[config.mk]
export PLATFORM = sky130hd
export DESIGN_NAME = pipeline_ctrl_flat
export DESIGN_NICKNAME = d
export VERILOG_FILES = /design/src/rtl/pipeline_ctrl_pkg.sv /design/src/rtl/pipeline_ctrl_if.sv /design/src/rtl/pipeline_ctrl_hazard_detect.sv /design/src/rtl/pipeline_ctrl.sv /design/src/flat_wrapper.sv
export SDC_FILE = /design/constraint.sdc
export NUM_CORES = 1
export LEC_CHECK = 0
export CORE_ASPECT_RATIO = 1.75
export CORE_UTILIZATION = 52
export DETAILED_ROUTE_END_ITERATION = 6
export PLACE_DENSITY = 0.88
export SLEW_MARGIN = 20
export SYNTH_ARGS = -nofsm -noshare
export SYNTH_HDL_FRONTEND = slang
export SYNTH_SLANG_ARGS = --single-unit
[constraint.sdc]
create_clock -name i_clock -period 5.15 [get_ports i_clock]
set_input_delay 0.515 -clock i_clock [delete_from_list [all_inputs] [get_ports i_clock]]
set_output_delay 0.515 -clock i_clock [all_outputs]
set_load 0.01 [all_outputs]
[src/rtl/pipeline_ctrl_pkg.sv]
// Shared definitions for the pipeline sequencing controller:
// FSM state encodings and register-file constants.
package pipeline_ctrl_pkg;

    typedef enum logic [1:0] {
        ST_IDLE = 2'd0,
        ST_RUN  = 2'd1,
        ST_STEP = 2'd2,
        ST_DONE = 2'd3
    } state_t;

    // $zero is hard-wired, so a load into it never creates a dependency.
    localparam int REG_ZERO = 0;

    function automatic logic is_advancing(input state_t st);
        return (st == ST_RUN) || (st == ST_STEP);
    endfunction

endpackage

[src/rtl/pipeline_ctrl_if.sv]
// Request, hazard and enable signals between the pipeline datapath/debug unit
// and the sequencing controller.
interface pipeline_ctrl_if #(
    parameter int REG_SIZE = 5,
    parameter int CNT_SIZE = 32
);
    logic                i_run_req;
    logic                i_step_req;
    logic                i_halt_wb;
    logic                i_idex_mem_read;
    logic [REG_SIZE-1:0] i_idex_rt;
    logic [REG_SIZE-1:0] i_ifid_rs;
    logic [REG_SIZE-1:0] i_ifid_rt;
    logic                i_flush_req;

    logic                o_pipeline_enable;
    logic                o_pc_enable;
    logic                o_ifid_enable;
    logic                o_ifid_flush;
    logic                o_idex_bubble;
    logic [1:0]          o_state;
    logic                o_done;
    logic [CNT_SIZE-1:0] o_cycle_count;
    logic [CNT_SIZE-1:0] o_stall_count;

    // Datapath / debug side.
    modport master (
        output i_run_req, i_step_req, i_halt_wb, i_idex_mem_read,
               i_idex_rt, i_ifid_rs, i_ifid_rt, i_flush_req,
        input  o_pipeline_enable, o_pc_enable, o_ifid_enable, o_ifid_flush,
               o_idex_bubble, o_state, o_done, o_cycle_count, o_stall_count
    );

    // Controller side.
    modport slave (
        input  i_run_req, i_step_req, i_halt_wb, i_idex_mem_read,
               i_idex_rt, i_ifid_rs, i_ifid_rt, i_flush_req,
        output o_pipeline_enable, o_pc_enable, o_ifid_enable, o_ifid_flush,
               o_idex_bubble, o_state, o_done, o_cycle_count, o_stall_count
    );

endinterface

[src/rtl/pipeline_ctrl_hazard_detect.sv]
// Load-use hazard comparator: the load in ID_EX writes a register that the
// instruction in IF_ID reads.
module hazard_detect
    import pipeline_ctrl_pkg::*;
#(
    parameter int REG_SIZE = 5
) (
    input  logic                mem_read,
    input  logic [REG_SIZE-1:0] idex_rt,
    input  logic [REG_SIZE-1:0] ifid_rs,
    input  logic [REG_SIZE-1:0] ifid_rt,
    output logic                load_use
);

    assign load_use = mem_read
                   && (idex_rt != REG_SIZE'(REG_ZERO))
                   && ((idex_rt == ifid_rs) || (idex_rt == ifid_rt));

endmodule

[src/rtl/pipeline_ctrl.sv]
// Pipeline sequencing controller: run / single-step / halt FSM, load-use
// stall and branch flush enables, and saturating cycle/stall counters.
module pipeline_ctrl
    import pipeline_ctrl_pkg::*;
#(
    parameter int REG_SIZE = 5,
    parameter int CNT_SIZE = 32
) (
    input  logic          i_clock,
    input  logic          i_reset,
    pipeline_ctrl_if.slave bus
);

    localparam logic [CNT_SIZE-1:0] CNT_MAX = '1;

    state_t              state;
    state_t              state_nx;
    logic                adv;
    logic                lu;
    logic [CNT_SIZE-1:0] cycle_cnt;
    logic [CNT_SIZE-1:0] stall_cnt;

    hazard_detect #(.REG_SIZE(REG_SIZE)) u_hazard (
        .mem_read (bus.i_idex_mem_read),
        .idex_rt  (bus.i_idex_rt),
        .ifid_rs  (bus.i_ifid_rs),
        .ifid_rt  (bus.i_ifid_rt),
        .load_use (lu)
    );

    // NOTE: sequential state uses non-blocking assignments so every flop
    // samples pre-edge values regardless of process ordering.
    always_ff @(posedge i_clock or negedge i_reset) begin
        if (!i_reset) begin
            state <= ST_IDLE;
        end else begin
            state <= state_nx;
        end
    end

    always_comb begin
        // NOTE: default assignment first so no path through the case leaves
        // state_nx unassigned and infers a latch.
        state_nx = state;
        unique case (state)
            ST_IDLE: begin
                if (bus.i_run_req) begin
                    state_nx = ST_RUN;
                end else if (bus.i_step_req) begin
                    state_nx = ST_STEP;
                end
            end
            ST_RUN: begin
                if (bus.i_halt_wb) begin
                    state_nx = ST_DONE;
                end
            end
            ST_STEP: begin
                state_nx = bus.i_halt_wb ? ST_DONE : ST_IDLE;
            end
            ST_DONE: begin
                state_nx = ST_DONE;
            end
            default: begin
                state_nx = ST_IDLE;
            end
        endcase
    end

    // A flush discards the stalled instruction, so it overrides the stall.
    always_comb begin
        adv                   = is_advancing(state);
        bus.o_pipeline_enable = adv;
        bus.o_ifid_flush      = adv && bus.i_flush_req;
        bus.o_idex_bubble     = adv && (bus.i_flush_req || lu);
        bus.o_pc_enable       = adv && (bus.i_flush_req || !lu);
        bus.o_ifid_enable     = adv && (bus.i_flush_req || !lu);
        bus.o_state           = state;
        bus.o_done            = (state == ST_DONE);
    end

    always_ff @(posedge i_clock or negedge i_reset) begin
        if (!i_reset) begin
            cycle_cnt <= '0;
            stall_cnt <= '0;
        end else begin
            if (adv && (cycle_cnt != CNT_MAX)) begin
                cycle_cnt <= cycle_cnt + 1'b1;
            end
            if (adv && lu && !bus.i_flush_req && (stall_cnt != CNT_MAX)) begin
                stall_cnt <= stall_cnt + 1'b1;
            end
        end
    end

    assign bus.o_cycle_count = cycle_cnt;
    assign bus.o_stall_count = stall_cnt;

endmodule

[src/flat_wrapper.sv]
// flat-port wrapper written by rule: the top's interface ports become plain ports
module pipeline_ctrl_flat import pipeline_ctrl_pkg::*;
#(
    parameter int REG_SIZE = 5,
    parameter int CNT_SIZE = 32
)
  (i_clock, i_reset, bus_i_run_req, bus_i_step_req, bus_i_halt_wb, bus_i_idex_mem_read, bus_i_idex_rt, bus_i_ifid_rs, bus_i_ifid_rt, bus_i_flush_req, bus_o_pipeline_enable, bus_o_pc_enable, bus_o_ifid_enable, bus_o_ifid_flush, bus_o_idex_bubble, bus_o_state, bus_o_done, bus_o_cycle_count, bus_o_stall_count);
  pipeline_ctrl_if #(.REG_SIZE(REG_SIZE), .CNT_SIZE(CNT_SIZE)) bus_i ();
  input  logic i_clock;
  input  logic i_reset;
  input wire logic [$bits(bus_i.i_run_req)-1:0] bus_i_run_req;
  input wire logic [$bits(bus_i.i_step_req)-1:0] bus_i_step_req;
  input wire logic [$bits(bus_i.i_halt_wb)-1:0] bus_i_halt_wb;
  input wire logic [$bits(bus_i.i_idex_mem_read)-1:0] bus_i_idex_mem_read;
  input wire logic [$bits(bus_i.i_idex_rt)-1:0] bus_i_idex_rt;
  input wire logic [$bits(bus_i.i_ifid_rs)-1:0] bus_i_ifid_rs;
  input wire logic [$bits(bus_i.i_ifid_rt)-1:0] bus_i_ifid_rt;
  input wire logic [$bits(bus_i.i_flush_req)-1:0] bus_i_flush_req;
  output wire logic [$bits(bus_i.o_pipeline_enable)-1:0] bus_o_pipeline_enable;
  output wire logic [$bits(bus_i.o_pc_enable)-1:0] bus_o_pc_enable;
  output wire logic [$bits(bus_i.o_ifid_enable)-1:0] bus_o_ifid_enable;
  output wire logic [$bits(bus_i.o_ifid_flush)-1:0] bus_o_ifid_flush;
  output wire logic [$bits(bus_i.o_idex_bubble)-1:0] bus_o_idex_bubble;
  output wire logic [$bits(bus_i.o_state)-1:0] bus_o_state;
  output wire logic [$bits(bus_i.o_done)-1:0] bus_o_done;
  output wire logic [$bits(bus_i.o_cycle_count)-1:0] bus_o_cycle_count;
  output wire logic [$bits(bus_i.o_stall_count)-1:0] bus_o_stall_count;
  assign bus_i.i_run_req = bus_i_run_req;
  assign bus_i.i_step_req = bus_i_step_req;
  assign bus_i.i_halt_wb = bus_i_halt_wb;
  assign bus_i.i_idex_mem_read = bus_i_idex_mem_read;
  assign bus_i.i_idex_rt = bus_i_idex_rt;
  assign bus_i.i_ifid_rs = bus_i_ifid_rs;
  assign bus_i.i_ifid_rt = bus_i_ifid_rt;
  assign bus_i.i_flush_req = bus_i_flush_req;
  assign bus_o_pipeline_enable = bus_i.o_pipeline_enable;
  assign bus_o_pc_enable = bus_i.o_pc_enable;
  assign bus_o_ifid_enable = bus_i.o_ifid_enable;
  assign bus_o_ifid_flush = bus_i.o_ifid_flush;
  assign bus_o_idex_bubble = bus_i.o_idex_bubble;
  assign bus_o_state = bus_i.o_state;
  assign bus_o_done = bus_i.o_done;
  assign bus_o_cycle_count = bus_i.o_cycle_count;
  assign bus_o_stall_count = bus_i.o_stall_count;
  pipeline_ctrl #(.REG_SIZE(REG_SIZE), .CNT_SIZE(CNT_SIZE)) u_core (.i_clock(i_clock), .i_reset(i_reset), .bus(bus_i));
endmodule
# Word-level counts from Yosys, hierarchy flattened
# Index checks and enable logic that the tools add are counted.
# classes
muxes	5
n_eq_ne	9
n_addsub	2
reduce_logical	18
# op_table
op	count
32-bit by 1-bit adder with 32-bit output (second input constant)	2
32-bit != test (second input constant)	2
5-bit equality test	2
1-bit logical AND	9
2-bit 2-to-1 mux	4
2-bit one-hot mux with 4 select lines	1
5-bit nonzero test	1
2-bit equality test (second input constant)	2
1-bit logical OR	4
3-bit != test (second input constant)	1
2-bit by 1-bit equality test with 1-bit output (second input constant)	1
1-bit zero test	2
2-bit zero test	1
2-bit != test (second input constant)	1
2-bit AND reduction	1
# totals
in_bits	22
output_inout_bits	72
register_bits	66
elab_cells	37

# Longest topological paths before layout
# depth
depth_word	6
depth_mapped	8
ltp_nobuf	7

# Hierarchy
# A second synthesis with hierarchy kept.
# hier_totals
cells_unflattened	321
area_unflattened_um2	3389.5
# by_module_without_submodules
mod	instances	area_per_inst_um2	cells_each	seq_area_each_um2
pipeline_ctrl	1	3264.4	304	1651.6
hazard_detect	1	125.1	17	0.0

# Worst setup path after synthesis
# Ideal clock, no wire load.
# synth_timing
path_type	in2out
startpoint	input port bus_i_idex_rt[0]
endpoint	output port bus_o_pc_enable
setup_slack_ns	2.878
path_buffers	1
path_stages	5
required_time_ns	4.635
t_arrival_ns	1.757
cell_sequence	or4_1 > o21ai_1 > nor2_1 > a21oi_1 > buf_4
# synth_between
elab_chain_cells	6
elab_cells_between_ends	9
classes_between	2 x eq/ne; 7 x reduce/logical
# synth_lines
item	line	source
start, declared	flat_wrapper.sv:15	input wire logic [$bits(bus_i.i_idex_rt)-1:0] bus_i_idex_rt;
5-bit equality test / 5-bit nonzero test (equally long branches)	pipeline_ctrl_hazard_detect.sv:17, pipeline_ctrl_hazard_detect.sv:16	
1-bit logical OR / 1-bit logical AND (equally long branches)	pipeline_ctrl_hazard_detect.sv:17, pipeline_ctrl_hazard_detect.sv:16	
1-bit logical AND (*)	pipeline_ctrl_hazard_detect.sv:17	&& ((idex_rt == ifid_rs) || (idex_rt == ifid_rt));
1-bit zero test (*)	--	
1-bit logical OR (*)	--	
1-bit logical AND (*)	--	
end, declared	flat_wrapper.sv:20	output wire logic [$bits(bus_i.o_pc_enable)-1:0] bus_o_pc_enable;
# Every way passes the cells marked *; elsewhere a longest branch is shown, timed or not.

# Worst setup path after layout
# layout_timing
startpoint	input port bus_i_idex_rt[0]
endpoint	output port bus_o_ifid_enable
# layout_between
elab_chain_cells	6
elab_cells_between_ends	9
classes_between	2 x eq/ne; 7 x reduce/logical
# layout_lines
item	line	source
5-bit equality test / 5-bit nonzero test (equally long branches)	pipeline_ctrl_hazard_detect.sv:17, pipeline_ctrl_hazard_detect.sv:16	
1-bit logical OR / 1-bit logical AND (equally long branches)	pipeline_ctrl_hazard_detect.sv:17, pipeline_ctrl_hazard_detect.sv:16	
1-bit logical AND (*)	pipeline_ctrl_hazard_detect.sv:17	
1-bit zero test (*)	pipeline_ctrl.sv:77	bus.o_ifid_enable = adv && (bus.i_flush_req || !lu);
1-bit logical OR (*)	pipeline_ctrl.sv:77	
1-bit logical AND (*)	pipeline_ctrl.sv:77	
end, declared	flat_wrapper.sv:21	output wire logic [$bits(bus_i.o_ifid_enable)-1:0] bus_o_ifid_enable;
# Marks and branches as above.

==> results.txt <==
The hold violation count in the final report was 0. Summed over all cells, the static leakage comes to 2.000 nW. The fraction of synthesized area in multiplexers came out at 0.006662. The total power after layout is 1.571 mW. The slew of the pin with the lowest slew margin came out at 0.8302 ns.

Data on the critical path is required at its endpoint by 4.64 ns. The post-synthesis instance area came out at 3381 um^2. The H-tree was split into 3 levels.

Of the synthesized area, sequential elements account for 0.4885. The net count of the finished layout is 446. The worst setup path is launched from an input pin. Of the total synthesized cell area, the portion taken by XOR and XNOR cells is 0.1839. The final setup TNS is 0 ns. For this design the top-level I/O count stands at 94. The number of sinks driven by the clock tree is 66.

The number of global-route vias before repair came out at 2947. The flow ran to the end, and the final reports show no timing, DRC or antenna violations. The headroom to the max-slew limit is 0.4465.

The post-route DRC violation count came out at 0. The number of pins with negative max-slew slack in the final report came out at 0. The y dimension of the die came out at 108.7 um.

The average cell area after synthesis came out at 10.73 um^2. The period utilization is 0.6223. The synthesis-to-finish area growth came out at 36.16%.

The number of gates resized after cts came out at 0. The first global-routing pass estimated 13.12 mm of wire. The post-place instance area came out at 4390 um^2. The average wire per standard cell came out at 15.62 um.

In this run the deepest clock path goes through 2 buffers. The number of iterations in the first detailed-routing pass came out at 4. The core region is 6228 um^2. The endpoint type of the worst setup path is a primary output. The number of max-cap violations came out at 0. Of the total synthesized cell area, the portion taken by AND, OR, NAND and NOR gates is 0.2568. Leaving out fill and tap cells, the most frequent cell in the layout is sky130_fd_sc_hd__clkdlybuf4s50_1. The full die area came out at 6840 um^2. The half-perimeter wire length after placement came out at 5.779 mm. Of the total synthesized cell area, the portion taken by full adders, half adders and majority gates is 0.02591. The number of CTS-inserted buffers came out at 9. Port buffering added 93 buffers. The number of synthesized register bits is 66. For this design the ratio of total power to cell area is 341.3 nW/um^2.

The number of inserted diodes came out at 0. The post-synth net total is 344. Entering global routing, the biggest net connects 67 pins. TritonCTS built the clock tree.

By area, the combinational part of the netlist is dominated by simple AND/OR/NAND/NOR gates. The largest vdd supply drop is 0.3954 mV. The worst setup path is of the input pin to primary output kind. The fraction of the mapped netlist area in compound gates came out at 0.02221. In the layout the commonest cells are sky130_fd_sc_hd__clkdlybuf4s50_1, sky130_fd_sc_hd__dfrtp_1, sky130_fd_sc_hd__xnor2_1.

Setup repair after global routing left no endpoint under its margin. Of all nets on the critical path, the largest fanout is 3. The hold buffer count at CTS came out at 0.

The timing-limited maximum frequency came out at 0.3121 GHz. The number of warnings reported in the yosys synthesis log came out at 0. The number of antenna violations at the first check in global routing is 0. By area the synthesized netlist is led by sky130_fd_sc_hd__dfrtp_1, sky130_fd_sc_hd__xnor2_1, sky130_fd_sc_hd__xor2_1. The final layout contains routed wiring with a total length of 7.841 mm. The area share of the largest cell type after synthesis is 0.4885.

The arrival time at the worst endpoint came out at 2.69 ns. The placed instance count is 486. The clock-pin slew of the registers on the worst-case setup and hold paths came out at 0.06 ns. For the worst-skew pair, the clock arrives at the later sink with an insertion delay of 0.34 ns. The minimum period implied by the final worst setup slack came out at 3.205 ns. The total of endpoints with negative setup slack in the final report came out at 0.

Once layout is complete, the cells apart from fillers number 502. In this run the remaining antenna-violating nets after routing total 0. Across every metal layer, demand over resource in global routing totals 0.2481. The cell count after synthesis is 315. The floorplan die width came out at 62.95 um. The post-route worst setup slack came out at 1.945 ns. The worst hold path belongs to the class input pin to asynchronous set/reset pin. The layout cell share with drive strength beyond 1 came out at 0.08057. The cell at the root of the clock tree is sky130_fd_sc_hd__clkbuf_8. The violation count after the first detailed-route iteration came out at 137. After clock tree synthesis, the setup repair step added 0 buffers. The remaining global-route overflow is 0. The worst slack at placement is 1.950 ns. At the end of the flow the core is filled with cells to 0.7391. The final standard cell area without fillers is 4603 um^2. The standard-cell row count came out at 38. The cell taking the most area after synthesis is sky130_fd_sc_hd__dfrtp_1.

Final hold analysis gives a worst-case slack of 0.3559 ns. The starting density of the core is 0.5428. The count of unique library cells instantiated by Yosys came out at 40. The placer congestion estimate is 0.8873.

The average via count per standard cell is 5.520. The worst clock skew on the final layout is 0.009662 ns. The total number of vias is 2771.
[state kept, by name, indices dropped and copies added, names as in the netlist]
signal / flops
u_core.bus.o_state: 2
u_core.bus.o_cycle_count: 32
u_core.bus.o_stall_count: 32
[logic make-up (layout without fill, tap and decap cells)]
family / after synthesis / count (layout)
multiplexers: 2 / 2
AND/OR/NAND/NOR: 146 / 146
AO/OA/AOI/OAI: 12 / 12
adder cells (fa/ha/maj): 7 / 7
buffers and inverters: 11 / 118
XOR/XNOR: 71 / 71
flip-flops: 66 / 66
[critical path, stage by stage]
cell and delay, ns:
sky130_fd_sc_hd__clkdlybuf4s50_1 0.48, sky130_fd_sc_hd__or4_1 0.59, sky130_fd_sc_hd__o21ai_1 0.23, sky130_fd_sc_hd__nor2_1 0.11, sky130_fd_sc_hd__a21oi_1 0.21, sky130_fd_sc_hd__clkdlybuf4s50_1 0.56
[synthesized netlist by cell type]
library cell	count
sky130_fd_sc_hd__or4_4	1
sky130_fd_sc_hd__a31o_2	1
sky130_fd_sc_hd__nand4_1	21
sky130_fd_sc_hd__buf_6	1
sky130_fd_sc_hd__nand2_1	26
sky130_fd_sc_hd__mux2_1	1
sky130_fd_sc_hd__o21ai_1	1
sky130_fd_sc_hd__nand3_2	2
sky130_fd_sc_hd__a22oi_2	1
sky130_fd_sc_hd__xnor2_1	43
sky130_fd_sc_hd__and4_2	2
sky130_fd_sc_hd__buf_2	1
sky130_fd_sc_hd__and3_1	15
sky130_fd_sc_hd__nand2b_1	1
sky130_fd_sc_hd__nor4_1	2
sky130_fd_sc_hd__and2_1	2
sky130_fd_sc_hd__buf_4	1
sky130_fd_sc_hd__a21oi_1	6
sky130_fd_sc_hd__ha_1	7
sky130_fd_sc_hd__and4_1	2
sky130_fd_sc_hd__nor4_4	3
sky130_fd_sc_hd__nor2b_1	2
sky130_fd_sc_hd__nand4_2	1
sky130_fd_sc_hd__nand3_1	22
sky130_fd_sc_hd__dfrtp_1	66
sky130_fd_sc_hd__o21ai_0	2
sky130_fd_sc_hd__xor2_1	28
sky130_fd_sc_hd__and2_2	2
sky130_fd_sc_hd__or3_4	1
sky130_fd_sc_hd__nor2_1	22
sky130_fd_sc_hd__mux2_2	1
sky130_fd_sc_hd__nand4b_1	1
sky130_fd_sc_hd__or4_1	1
sky130_fd_sc_hd__nor4_2	1
sky130_fd_sc_hd__nor3_1	12
sky130_fd_sc_hd__inv_1	8
sky130_fd_sc_hd__nor3_4	2
sky130_fd_sc_hd__a2111oi_0	1
sky130_fd_sc_hd__and3b_2	1
sky130_fd_sc_hd__or2_2	1
[area by class of cell]
class                   count  area [um^2]
flip-flops and latches     66         1652
clock buffers              14        152.6
fillers                   448         1625
multi-input cells         238         1675
clock inverters             2        60.06
repair buffers             94        933.4
inverters                   8        30.03
well taps                  80        100.1
[final timing paths]
check / from / to / slack, ns / depth (start not counted)
worst max-delay path: bus_i_idex_rt[0] / bus_o_ifid_enable / 1.95 / 6
worst min-delay path: i_reset / u_core.bus.o_stall_count[31] / 0.36 / 2
worst max register to register: u_core.bus.o_state[0] / u_core.bus.o_stall_count[25] / 2.66 / 7
worst min register to register: u_core.bus.o_stall_count[27] / u_core.bus.o_stall_count[27] / 0.48 / 1
max in group asynchronous: i_reset / u_core.bus.o_state[0] / 4.24 / 2
min in group i_clock: u_core.bus.o_stall_count[27] / u_core.bus.o_stall_count[27] / 0.48 / 1
[per-layer routing]
metal  vias to the layer above  wire length (um)  track usage
li1                       1302                 -            -
met2                        88              4358       0.4539
met3                        15               404      0.06276
met4                         0               176       0.1412
met5                         -                 0            0
met1                      1366              2901       0.2519
[power breakdown]
part           internal (mW)  leakage (nW)  switching, mW
clock network          0.287         0.105          0.186
logic                  0.241         0.992          0.237
registers              0.564         0.904         0.0556
total                   1.09          2.00          0.479
(Power assumes the default switching activity.)
